File: src/rtl/pipe_ctrl_pkg.sv
// pipe_ctrl_pkg: shared forwarding codes, Tuse sentinel and mult/div FSM states.
package pipe_ctrl_pkg;
  localparam logic [1:0] FWD_RF = 2'd0;
  localparam logic [1:0] FWD_E = 2'd1;
  localparam logic [1:0] FWD_M = 2'd2;
  // E-stage muxes sit one stage later, so M ALUout and W data take codes 01/10
  localparam logic [1:0] FWD_ME = 2'd1;
  localparam logic [1:0] FWD_W = 2'd2;
  localparam logic [1:0] TUSE_NONE = 2'd3;
  typedef enum logic {MD_IDLE, MD_BUSY} md_state_e;
  function automatic logic data_haz(input logic [4:0] a, input logic [1:0] tuse,
                                    input logic [4:0] wa, input logic [1:0] tnew);
    return a != 5'd0 && tuse != TUSE_NONE && a == wa && tnew > tuse;
  endfunction
  function automatic logic [1:0] fwd_pick(input logic [4:0] a,
                                          input logic [4:0] near_wa, input logic near_rdy, input logic [1:0] near_code,
                                          input logic [4:0] far_wa, input logic far_rdy, input logic [1:0] far_code);
    return a == 5'd0 ? FWD_RF :
           (a == near_wa && near_rdy) ? near_code :
           (a == far_wa && far_rdy) ? far_code : FWD_RF;
  endfunction
endpackage

File: src/rtl/md_busy_ctr.sv
// md_busy_ctr: mult/div occupancy FSM with a reloadable down-counter; owns md_busy.
module md_busy_ctr
  import pipe_ctrl_pkg::*;
#(
  parameter int MULT_CYCLES = 5,
  parameter int DIV_CYCLES = 10,
  parameter int CNT_W = 4
) (
  input  logic clk,
  input  logic reset,
  input  logic start_i,
  input  logic is_div_i,
  output logic md_busy_o
);
  md_state_e state_q;
  logic [CNT_W-1:0] cnt_q;
  logic busy_q;
  always_ff @(posedge clk) begin
    if (reset) begin
      state_q <= MD_IDLE;
      cnt_q <= '0;
      busy_q <= 1'b0;
    end else if (start_i) begin
      state_q <= MD_BUSY;
      cnt_q <= is_div_i ? CNT_W'(DIV_CYCLES) : CNT_W'(MULT_CYCLES);
      busy_q <= 1'b1;
    end else if (state_q == MD_BUSY) begin
      cnt_q <= cnt_q - 1'b1;
      if (cnt_q == CNT_W'(1)) begin
        state_q <= MD_IDLE;
        busy_q <= 1'b0;
      end
    end
  end
  assign md_busy_o = busy_q;
endmodule

File: src/rtl/hazard_ctrl_unit.sv
// hazard_ctrl_unit: pipeline stall/flush and forwarding control with mult/div sequencing.
// Define HAZ_PERF_CNT_EN to build the saturating stall-cycle counter on stall_cnt.
module hazard_ctrl_unit
  import pipe_ctrl_pkg::*;
#(
  parameter int MULT_CYCLES = 5,
  parameter int DIV_CYCLES = 10,
  parameter int CNT_W = 4
) (
  input  logic        clk,
  input  logic        reset,
  input  logic [4:0]  D_rs,
  input  logic [4:0]  D_rt,
  input  logic [1:0]  D_Tuse_rs,
  input  logic [1:0]  D_Tuse_rt,
  input  logic        D_is_md,
  input  logic [4:0]  E_rs,
  input  logic [4:0]  E_rt,
  input  logic [4:0]  E_waddr,
  input  logic [1:0]  E_Tnew,
  input  logic        E_md_start,
  input  logic        E_md_is_div,
  input  logic [4:0]  M_rt,
  input  logic [4:0]  M_waddr,
  input  logic [1:0]  M_Tnew,
  input  logic [4:0]  W_waddr,
  output logic        stall,
  output logic        pc_en,
  output logic        if_id_en,
  output logic        id_ex_clr,
  output logic [1:0]  fwd_D_rs,
  output logic [1:0]  fwd_D_rt,
  output logic [1:0]  fwd_E_rs,
  output logic [1:0]  fwd_E_rt,
  output logic        fwd_M_rt,
  output logic        md_busy,
  output logic [31:0] stall_cnt
);
  logic data_stall, md_stall;
  md_busy_ctr #(.MULT_CYCLES(MULT_CYCLES), .DIV_CYCLES(DIV_CYCLES), .CNT_W(CNT_W)) u_md (
    .clk(clk), .reset(reset), .start_i(E_md_start), .is_div_i(E_md_is_div), .md_busy_o(md_busy)
  );
  always_comb begin
    data_stall = data_haz(D_rs, D_Tuse_rs, E_waddr, E_Tnew) | data_haz(D_rs, D_Tuse_rs, M_waddr, M_Tnew) |
                 data_haz(D_rt, D_Tuse_rt, E_waddr, E_Tnew) | data_haz(D_rt, D_Tuse_rt, M_waddr, M_Tnew);
    md_stall = D_is_md & (E_md_start | md_busy);
    stall = data_stall | md_stall;
    pc_en = ~stall;
    if_id_en = ~stall;
    id_ex_clr = stall;
    fwd_D_rs = fwd_pick(D_rs, E_waddr, E_Tnew == 2'd0, FWD_E, M_waddr, M_Tnew == 2'd0, FWD_M);
    fwd_D_rt = fwd_pick(D_rt, E_waddr, E_Tnew == 2'd0, FWD_E, M_waddr, M_Tnew == 2'd0, FWD_M);
    fwd_E_rs = fwd_pick(E_rs, M_waddr, M_Tnew == 2'd0, FWD_ME, W_waddr, 1'b1, FWD_W);
    fwd_E_rt = fwd_pick(E_rt, M_waddr, M_Tnew == 2'd0, FWD_ME, W_waddr, 1'b1, FWD_W);
    fwd_M_rt = M_rt != 5'd0 && M_rt == W_waddr;
  end
`ifdef HAZ_PERF_CNT_EN
  logic [31:0] stall_cnt_q;
  always_ff @(posedge clk) begin
    if (reset) stall_cnt_q <= '0;
    else if (stall && stall_cnt_q != 32'hFFFF_FFFF) stall_cnt_q <= stall_cnt_q + 32'd1;
  end
  assign stall_cnt = stall_cnt_q;
`else
  assign stall_cnt = '0;
`endif
endmodule

File: config.mk
export PLATFORM = sky130hd
export DESIGN_NAME = hazard_ctrl_unit
export DESIGN_NICKNAME = d
export VERILOG_FILES = /design/src/rtl/pipe_ctrl_pkg.sv /design/src/rtl/md_busy_ctr.sv /design/src/rtl/hazard_ctrl_unit.sv
export SDC_FILE = /design/constraint.sdc
export NUM_CORES = 1
export LEC_CHECK = 0
export ABC_AREA = 1
export CELL_PAD_IN_SITES_DETAIL_PLACEMENT = 0
export CELL_PAD_IN_SITES_GLOBAL_PLACEMENT = 1
export CORE_MARGIN = 3
export CORE_UTILIZATION = 24
export DETAILED_ROUTE_END_ITERATION = 16
export PLACE_DENSITY_LB_ADDON = 0.1
export SETUP_SLACK_MARGIN = 0.1
export SYNTH_ARGS = -nofsm -noshare
export SYNTH_HDL_FRONTEND = slang
export SYNTH_SLANG_ARGS = --single-unit
File: constraint.sdc
create_clock -name clk -period 3.2 [get_ports clk]
set_clock_uncertainty 0.05 [all_clocks]
set_input_delay 0.96 -clock clk [delete_from_list [all_inputs] [get_ports clk]]
set_output_delay 0.96 -clock clk [all_outputs]
set_load 0.01 [all_outputs]
==> flow_summary.json, run 1 <==
{
  "status": "completed",
  "rsz0062_at_grt": "true",
  "synth_most_common_cell": "nand2_1",
  "combPwrFrac_pct": 61.5,
  "die_w_um": 88.2,
  "fin_cells": 449,
  "path_clk_slew_ns": 0.04,
  "fin_area_um2": 2670,
  "grt_pass1_vias": 1782,
  "netlist_top_cells_count": "nand2_1, inv_1, buf_4, nor2_1",
  "place_ws_ns": -0.787,
  "ir_worst_vdd_mv": 0.291,
  "min_period_over_period_pct": 96.7,
  "whs_ns": 0.454,
  "worst-path-max-fanout": 3,
  "vias_per_cell": 4.22,
  "worst_setup_path_end_kind": "output pin",
  "drt-total-wl_mm": 5.06,
  "yosys_warnings": 0,
  "crit_slowest_cell": "ha_4",
  "cts_root_buf": "clkbuf_8",
  "hpwl_mm": 4.15,
  "clk_latency_ns": 0.23,
  "p_per_area_nw_per_um2": 196,
  "clk_path_buf_depth": 2,
  "cts_hold_buf": 0,
  "maxCapViolations": 0,
  "power.switching_uw": 204,
  "synth-edff-count": 0,
  "grt_usage_pct": 12.8,
  "cp.required_ns": 2.19,
  "htree_levels": 1,
  "grt-ovfl-total": 0,
  "swShare_pct": 39.0,
  "reg2reg_setup_slack_ns": 2.10,
  "ys_types": 34,
  "wl_per_cell_um": 11.3,
  "core_area_um2": 6460,
  "crit_chain": "buf_8, inv_8, ha_4, nand2_2, inv_2, a21oi_2, nand4_1, nand2_1, nand2_1, nand3_2, buf_6",
  "setup_viol": 0,
  "dr.pass1.iters": 4,
  "die_y_um": 88.2,
  "ys_seq_elements": 6,
  "cp_top_family": "simple AND/OR/NAND/NOR gates",
  "yosysSeqAreaShare_pct": 7.40,
  "drv_slew": 0,
  "grt_max_degree": 6,
  "synth_largest_area_cell": "buf_4",
  "final_util_pct": 41.3,
  "crit_buf_inv": 4,
  "die_area_um2": 7780,
  "grt_pass1_wl_mm": 8.04,
  "rows": 29,
  "syn_to_final_growth_pct": 64.3,
  "hold_viol": 0,
  "power_frac_seq_pct": 16.3,
  "synthTopCellsByArea": "buf_4, nand2_1, inv_1",
  "p_leak_nw": 1.39,
  "drive_gt1_share_pct": 38.2,
  "p_int_uw": 319,
  "num_vias": 1896,
  "synth_top_cell_area_share_pct": 15.7,
  "synth_ff_type": "dfxtp_1",
  "clock-sinks": 6,
  "p_clk_share_pct": 22.2,
  "gp_congestion": 0.815,
  "crit_type": "input port to output pin",
  "fin_ws_ns": 0.105,
  "worst_setup_path_start_kind": "input port",
  "start_util_pct": 25.1,
  "crit_arrival_ns": 2.09,
  "first_iter_violations": 42,
  "synth_area_um2": 1620,
  "num_antenna_cells": 0,
  "io_buffers": 66,
  "period_needed_ns": 3.10,
  "max_freq_ghz": 0.323,
  "antenna_found_initial": 0,
  "place_inst": 439,
  "placed_cell_area_um2": 2460,
  "cts_made_buffers": 3,
  "critPathMaxStageDelay_ns": 0.20,
  "syn-instance-count": 270,
  "async_reset_ff_share_pct": 0,
  "nNetsFinal": 437,
  "fillers": 727,
  "critPathMostFrequentCell": "nand2_1",
  "cts_tree": "done",
  "boundaryPins": 99,
  "synth.avg_cell_area_um2": 6.01,
  "final_antenna_net_count": 0,
  "hp-class": "flip-flop to flip-flop",
  "drc_errors": 0
}
## cell usage in the layout, fill, tap and decap left out, types with 7 or more instances in the layout
cell             count
conb_1              32
dlygate4sd2_1       13
xnor2_1             10
nand2_1             53
inv_1               31
xor2_1              14
clkdlybuf4s50_1     10
buf_2               21
nor2_1              17
ha_4                 7
nand3_1              9
buf_4               39
inv_2               12
## worst min-delay path, delay by kind of cell (launching register included)
family           cells  cell delay, ns
AND/OR/NAND/NOR      1            0.07
flip-flops           1            0.31
AO/OA/AOI/OAI        1            0.08
## registers in the layout, summed over array words and instances, names as in the netlist
register and cells:
u_md.state_q 1, u_md.cnt_q 4, u_md.md_busy_o 1
## kinds of logic (layout without fill, tap and decap cells)
family	after synthesis	after routing	synth area share [%]
adders and majority gates	10	10	7.71
xor gates and xnor gates	28	28	15.1
DFF	6	6	7.40
and+or+nand+nor	117	117	32.8
other	1	32	0.231
AOI/OAI and AO/OA	27	27	10.1
buffers and inverters	81	152	26.6
## layer usage
metal	wire length [um]	global-route usage (%)
met2	2490	23.8
met1	2240	16.3
met3	336	2.33
met5	0	0
met4	0	0.412
## final timing paths
path / start / end / depth (start not counted)
worst max-delay path: D_Tuse_rt[1] / id_ex_clr / 11
worst min register to register: u_md.cnt_q[3]$_SDFFE_PP0P_ / u_md.cnt_q[3]$_SDFFE_PP0P_ / 2
worst max register to register: u_md.cnt_q[0]$_SDFFE_PP0P_ / u_md.cnt_q[1]$_SDFFE_PP0P_ / 5
worst min-delay path: u_md.cnt_q[3]$_SDFFE_PP0P_ / u_md.cnt_q[3]$_SDFFE_PP0P_ / 2
## repair_timing
item                                    CTS  global route
pin swaps                                33            33
endpoints found under the setup margin   13            12
gates resized for setup                 192            59
buffers inserted                          4             3
## area by class of cell
class                   count  area (um^2)  area share, %
well taps                  77         96.3           3.61
inverters                  47          189           7.09
repair buffers            102          792           29.7
multi-input cells         214         1430           53.5
flip-flops and latches      6          120           4.50
clock buffers               3         41.3           1.55
## stage by stage
stage	power, mW	setup TNS [ns]
floorplan	0.252	0
finish	0.522	0
detailed placement	0.375	-8.23
global route	0.567	0
CTS	0.508	0
global placement	0.376	-8.25
## power groups by stage
stage	registers (mW)	logic [mW]	clock network (mW)
after detailed placement	0.0862	0.289	0
after CTS	0.0850	0.303	0.121
final	0.0849	0.322	0.116
after floorplan	0.0857	0.166	0
after global routing	0.0857	0.358	0.124
after global placement	0.0858	0.291	0
No activity file was read; power rests on OpenSTA's default activity.
==> run 2, diff against run 1 <==
--- a/config.mk
+++ b/config.mk
@@ -10,3 +10,3 @@
 export CELL_PAD_IN_SITES_GLOBAL_PLACEMENT = 1
-export CORE_MARGIN = 3
+export CORE_MARGIN = 10
 export CORE_UTILIZATION = 24
@@ -18 +18,2 @@
 export SYNTH_SLANG_ARGS = --single-unit
+export TNS_END_PERCENT = 10
--- a/constraint.sdc
+++ b/constraint.sdc
@@ -4,2 +4,2 @@
 set_output_delay 0.96 -clock clk [all_outputs]
-set_load 0.01 [all_outputs]
+set_load 0.05 [all_outputs]
==> flow_summary.json, run 2 (same netlist as run 1, synthesis figures left out) <==
{
  "worst-path-max-fanout": 3,
  "htree_levels": 1,
  "rr_endpoint": "u_md.cnt_q[1]$_SDFFE_PP0P_",
  "hold_viol": 0,
  "core_area_um2": 6460,
  "worst_setup_path_start_kind": "input port",
  "grt-ovfl-total": 0,
  "worstReg2RegStart": "u_md.cnt_q[0]$_SDFFE_PP0P_",
  "die_y_um": 102,
  "io_buffers": 66,
  "regMostFlops": "u_md.cnt_q",
  "crit_type": "input port to output pin",
  "status": "completed",
  "drive_gt1_share_pct": 42.9,
  "nNetsFinal": 440,
  "die_w_um": 102,
  "final_util_pct": 46.0,
  "maxSlewHeadroom_pct": 65.6,
  "setup_viol": 0,
  "mostFrequentLayoutCell": "nand2_1",
  "hp-class": "flip-flop to flip-flop",
  "wl_per_cell_um": 13.3,
  "cts_made_buffers": 3,
  "boundaryPins": 99,
  "cts_tree": "done",
  "place_inst": 446,
  "drt-total-wl_mm": 6.01,
  "hpwl_mm": 5.12,
  "whs_path_depth": 2,
  "dr.pass1.iters": 4,
  "fin_area_um2": 2970,
  "grt_max_degree": 6,
  "rows": 29,
  "ir_worst_vdd_mv": 0.191,
  "first_iter_violations": 43,
  "cp.required_ns": 2.19,
  "grt_usage_pct": 11.2,
  "grt_pass1_wl_mm": 9.65,
  "clock-sinks": 6,
  "fillers": 659,
  "num_vias": 1966,
  "p_leak_nw": 1.48,
  "vias_per_cell": 4.35,
  "drc_errors": 0,
  "clk_path_buf_depth": 2,
  "final_antenna_net_count": 0,
  "placed_cell_area_um2": 2620,
  "period_needed_ns": 3.15,
  "max_freq_ghz": 0.318,
  "largest_reg_flops": 4,
  "gp_congestion": 0.800,
  "rr_worst_depth": 5,
  "die_area_um2": 10500,
  "grt_pass1_vias": 2000,
  "antenna_found_initial": 0,
  "num_antenna_cells": 0,
  "min_to": "u_md.cnt_q[3]$_SDFFE_PP0P_",
  "worst_pin_slew_ns": 0.514,
  "maxCapViolations": 0,
  "final_cell_mix": "nand2_1, inv_1, conb_1",
  "path_clk_slew_ns": 0.04,
  "fin_cells": 452,
  "worst_setup_path_end_kind": "output pin",
  "rsz0062_at_grt": "true",
  "reg2reg_setup_slack_ns": 2.08,
  "crit_arrival_ns": 2.14,
  "clk_latency_ns": 0.22,
  "start_util_pct": 25.1,
  "p_per_area_nw_per_um2": 217,
  "drv_slew": 0,
  "syn_to_final_growth_pct": 83.3,
  "cts_root_buf": "clkbuf_8",
  "min_period_over_period_pct": 98.3,
  "hold_path.startpoint": "u_md.cnt_q[3]$_SDFFE_PP0P_"
}
==> run 2: area by class of cell <==
| class | instances | area (um^2) | area share [%] |
|---|---|---|---|
| well taps | 77 | 96.3 | 3.24 |
| multi-input cells | 214 | 1480 | 49.8 |
| inverters | 47 | 190 | 6.39 |
| clock buffers | 3 | 41.3 | 1.39 |
| flip-flops and latches | 6 | 120 | 4.04 |
| repair buffers | 105 | 1040 | 35.1 |
==> run 2: through the flow <==
step	TNS, ns	worst slack (ns)	hold WS (ns)	power, mW
after global routing	-0.0107	-0.00575	0.495	0.695
final	0	0.0529	0.449	0.645
after CTS	0	0.0649	0.455	0.634
after floorplan	-0.132	-0.0474	0.404	0.346
after global placement	-4.49	-0.512	0.429	0.486
after detailed placement	-4.56	-0.552	0.440	0.486
==> run 2: how the worst max path moves through the flow <==
stage	from	end	slack [ns]	depth (start not counted)
CTS	M_Tnew[0]	fwd_E_rs[0]	0.06	8
global placement	D_Tuse_rt[1]	pc_en	-0.51	9
floorplan	D_Tuse_rt[1]	stall	-0.05	9
finish	D_Tuse_rt[1]	if_id_en	0.05	9
global route	D_Tuse_rs[0]	if_id_en	-0.006	9
detailed placement	D_Tuse_rt[1]	pc_en	-0.55	9
==> run 2: per-layer routing <==
layer | GRT usage (%) | share of wire (%) | vias up
met1 | 13.0 | 43 | 875
met3 | 3.17 | 8.6 | 5
li1 | - | - | 1003
met5 | 0 | 0 | -
met2 | 20.4 | 48 | 83
met4 | 1.30 | 0.48 | 0
==> run 2: critical path: stages <==
cell and delay [ns]:
buf_8 0.08, inv_8 0.03, ha_4 0.26, nand2_2 0.04, a21oi_2 0.12, nand4_1 0.16
a21oi_2 0.24, nor2_4 0.07, buf_8 0.15
==> run 2: timing repair <==
item,4_1_cts,5_1_grt
endpoints found under the setup margin,13,13
gates resized for setup,180,65
setup buffers,3,0
hold buffers,0,0
pin swaps,48,30
cloned,0,0
==> run 2: power by group <==
part           total (mW)  switching, mW  internal (mW)  leakage [nW]
clock network       0.114         0.0334         0.0809        0.0216
logic               0.446          0.267          0.179          1.41
registers          0.0853        0.00400         0.0813        0.0499
total               0.645          0.304          0.341          1.48
==> run 3, diff against run 2 <==
--- a/constraint.sdc
+++ b/constraint.sdc
@@ -4,2 +4,2 @@
 set_output_delay 0.96 -clock clk [all_outputs]
-set_load 0.05 [all_outputs]
+set_load 0.1 [all_outputs]
==> flow_summary.json, run 3 (same netlist as run 1, synthesis figures left out) <==
{
  "status": "completed",
  "min_period_over_period_pct": 98.9,
  "num_vias": 1900,
  "syn_to_final_growth_pct": 80.6,
  "final_cell_mix": "nand2_1, buf_4, inv_1",
  "p_per_area_nw_per_um2": 259,
  "grt_pass1_vias": 2085,
  "place_ws_ns": -0.536,
  "ir_worst_vdd_mv": 0.222,
  "period_needed_ns": 3.17,
  "boundaryPins": 99,
  "rows": 29,
  "vias_per_cell": 4.19,
  "path_clk_slew_ns": 0.04,
  "regMostFlops": "u_md.cnt_q",
  "cts_hold_buf": 0,
  "setup-tns-final_ns": 0,
  "rr_worst_depth": 5,
  "fin_ws_ns": 0.0338,
  "wl_per_cell_um": 13.0,
  "die_y_um": 102,
  "rsz0062_at_grt": "true",
  "hp-class": "flip-flop to flip-flop",
  "fin_area_um2": 2930,
  "grt_pass1_wl_mm": 9.74,
  "hpwl_mm": 5.10,
  "worst_setup_path_start_kind": "input port",
  "antenna_found_initial": 0,
  "crit_arrival_ns": 2.16,
  "nNetsFinal": 441,
  "placed_cell_area_um2": 2740,
  "drt-total-wl_mm": 5.90,
  "cts_made_buffers": 3,
  "max_freq_ghz": 0.316,
  "mostFrequentLayoutCell": "nand2_1",
  "die_area_um2": 10500,
  "whs_ns": 0.455,
  "dr.pass1.iters": 4,
  "drive_gt1_share_pct": 41.2,
  "setup_viol": 0,
  "final_antenna_net_count": 0,
  "final_util_pct": 45.4,
  "worst-path-max-fanout": 3,
  "grt_max_degree": 6,
  "p_leak_nw": 1.45,
  "crit_type": "input port to output pin",
  "gp_congestion": 0.836,
  "cts_root_buf": "clkbuf_8",
  "drv_slew": 0,
  "largest_reg_flops": 4,
  "clk_latency_ns": 0.22,
  "clk_path_buf_depth": 2,
  "drc_errors": 0,
  "start_util_pct": 25.1,
  "whs_path_depth": 2,
  "htree_levels": 1,
  "first_iter_violations": 68,
  "maxCapViolations": 0,
  "core_area_um2": 6460,
  "hold_viol": 0,
  "io_buffers": 66,
  "cp.required_ns": 2.19,
  "cts_tree": "done",
  "grt_usage_pct": 11.4,
  "worst_setup_path_end_kind": "output pin",
  "grt-ovfl-total": 0,
  "die_w_um": 102,
  "clock-sinks": 6,
  "reg2reg_setup_slack_ns": 2.05
}
-- run 3: metrics by stage --
step / cells / total power, mW
final: 454 / 0.758
after CTS: 453 / 0.758
after global routing: 453 / 0.812
after global placement: 446 / 0.617
after detailed placement: 446 / 0.618
after floorplan: 301 / 0.471
-- run 3: where the power goes --
group,leakage (nW),internal (mW),total (mW),switching [mW]
clock network,0.0216,0.0810,0.115,0.0342
logic,1.38,0.179,0.558,0.379
registers,0.0499,0.0813,0.0850,0.00374
-- run 3: worst paths after layout --
kind | to | startpoint
setup / recovery | pc_en | M_Tnew[1]
hold reg to reg | u_md.cnt_q[3]$_SDFFE_PP0P_ | u_md.cnt_q[3]$_SDFFE_PP0P_
hold / removal | u_md.cnt_q[3]$_SDFFE_PP0P_ | u_md.cnt_q[3]$_SDFFE_PP0P_
setup reg to reg | u_md.cnt_q[1]$_SDFFE_PP0P_ | u_md.cnt_q[0]$_SDFFE_PP0P_
-- run 3: repair_timing --
action,4_1_cts,5_1_grt
resized for setup,145,45
setup buffers,5,0
setup endpoints to repair,13,13
pin swaps,44,32
-- run 3: layout make-up --
class,instances,area [um^2]
repair buffers,106,976
clock buffers,3,41.3
fillers,719,3530
inverters,47,186
diodes,1,2.50
multi-input cells,214,1510
flip-flops and latches,6,120
well taps,77,96.3
-- run 3: layer usage --
layer | track usage (%) | wire length (um) | up-vias
met5 | 0 | 0 | -
met4 | 0.759 | 0 | 0
met3 | 3.51 | 469 | 0
met2 | 21.4 | 2990 | 64
met1 | 12.9 | 2450 | 835
li1 | - | - | 1001
-- run 3: worst max-delay path, stage by stage --
cell and delay [ns]:
buf_6 0.10, buf_4 0.13, ha_4 0.24, a21oi_2 0.13, a21oi_2 0.05, nand3_1 0.08
nand3_2 0.10, nor2_4 0.17, buf_12 0.19
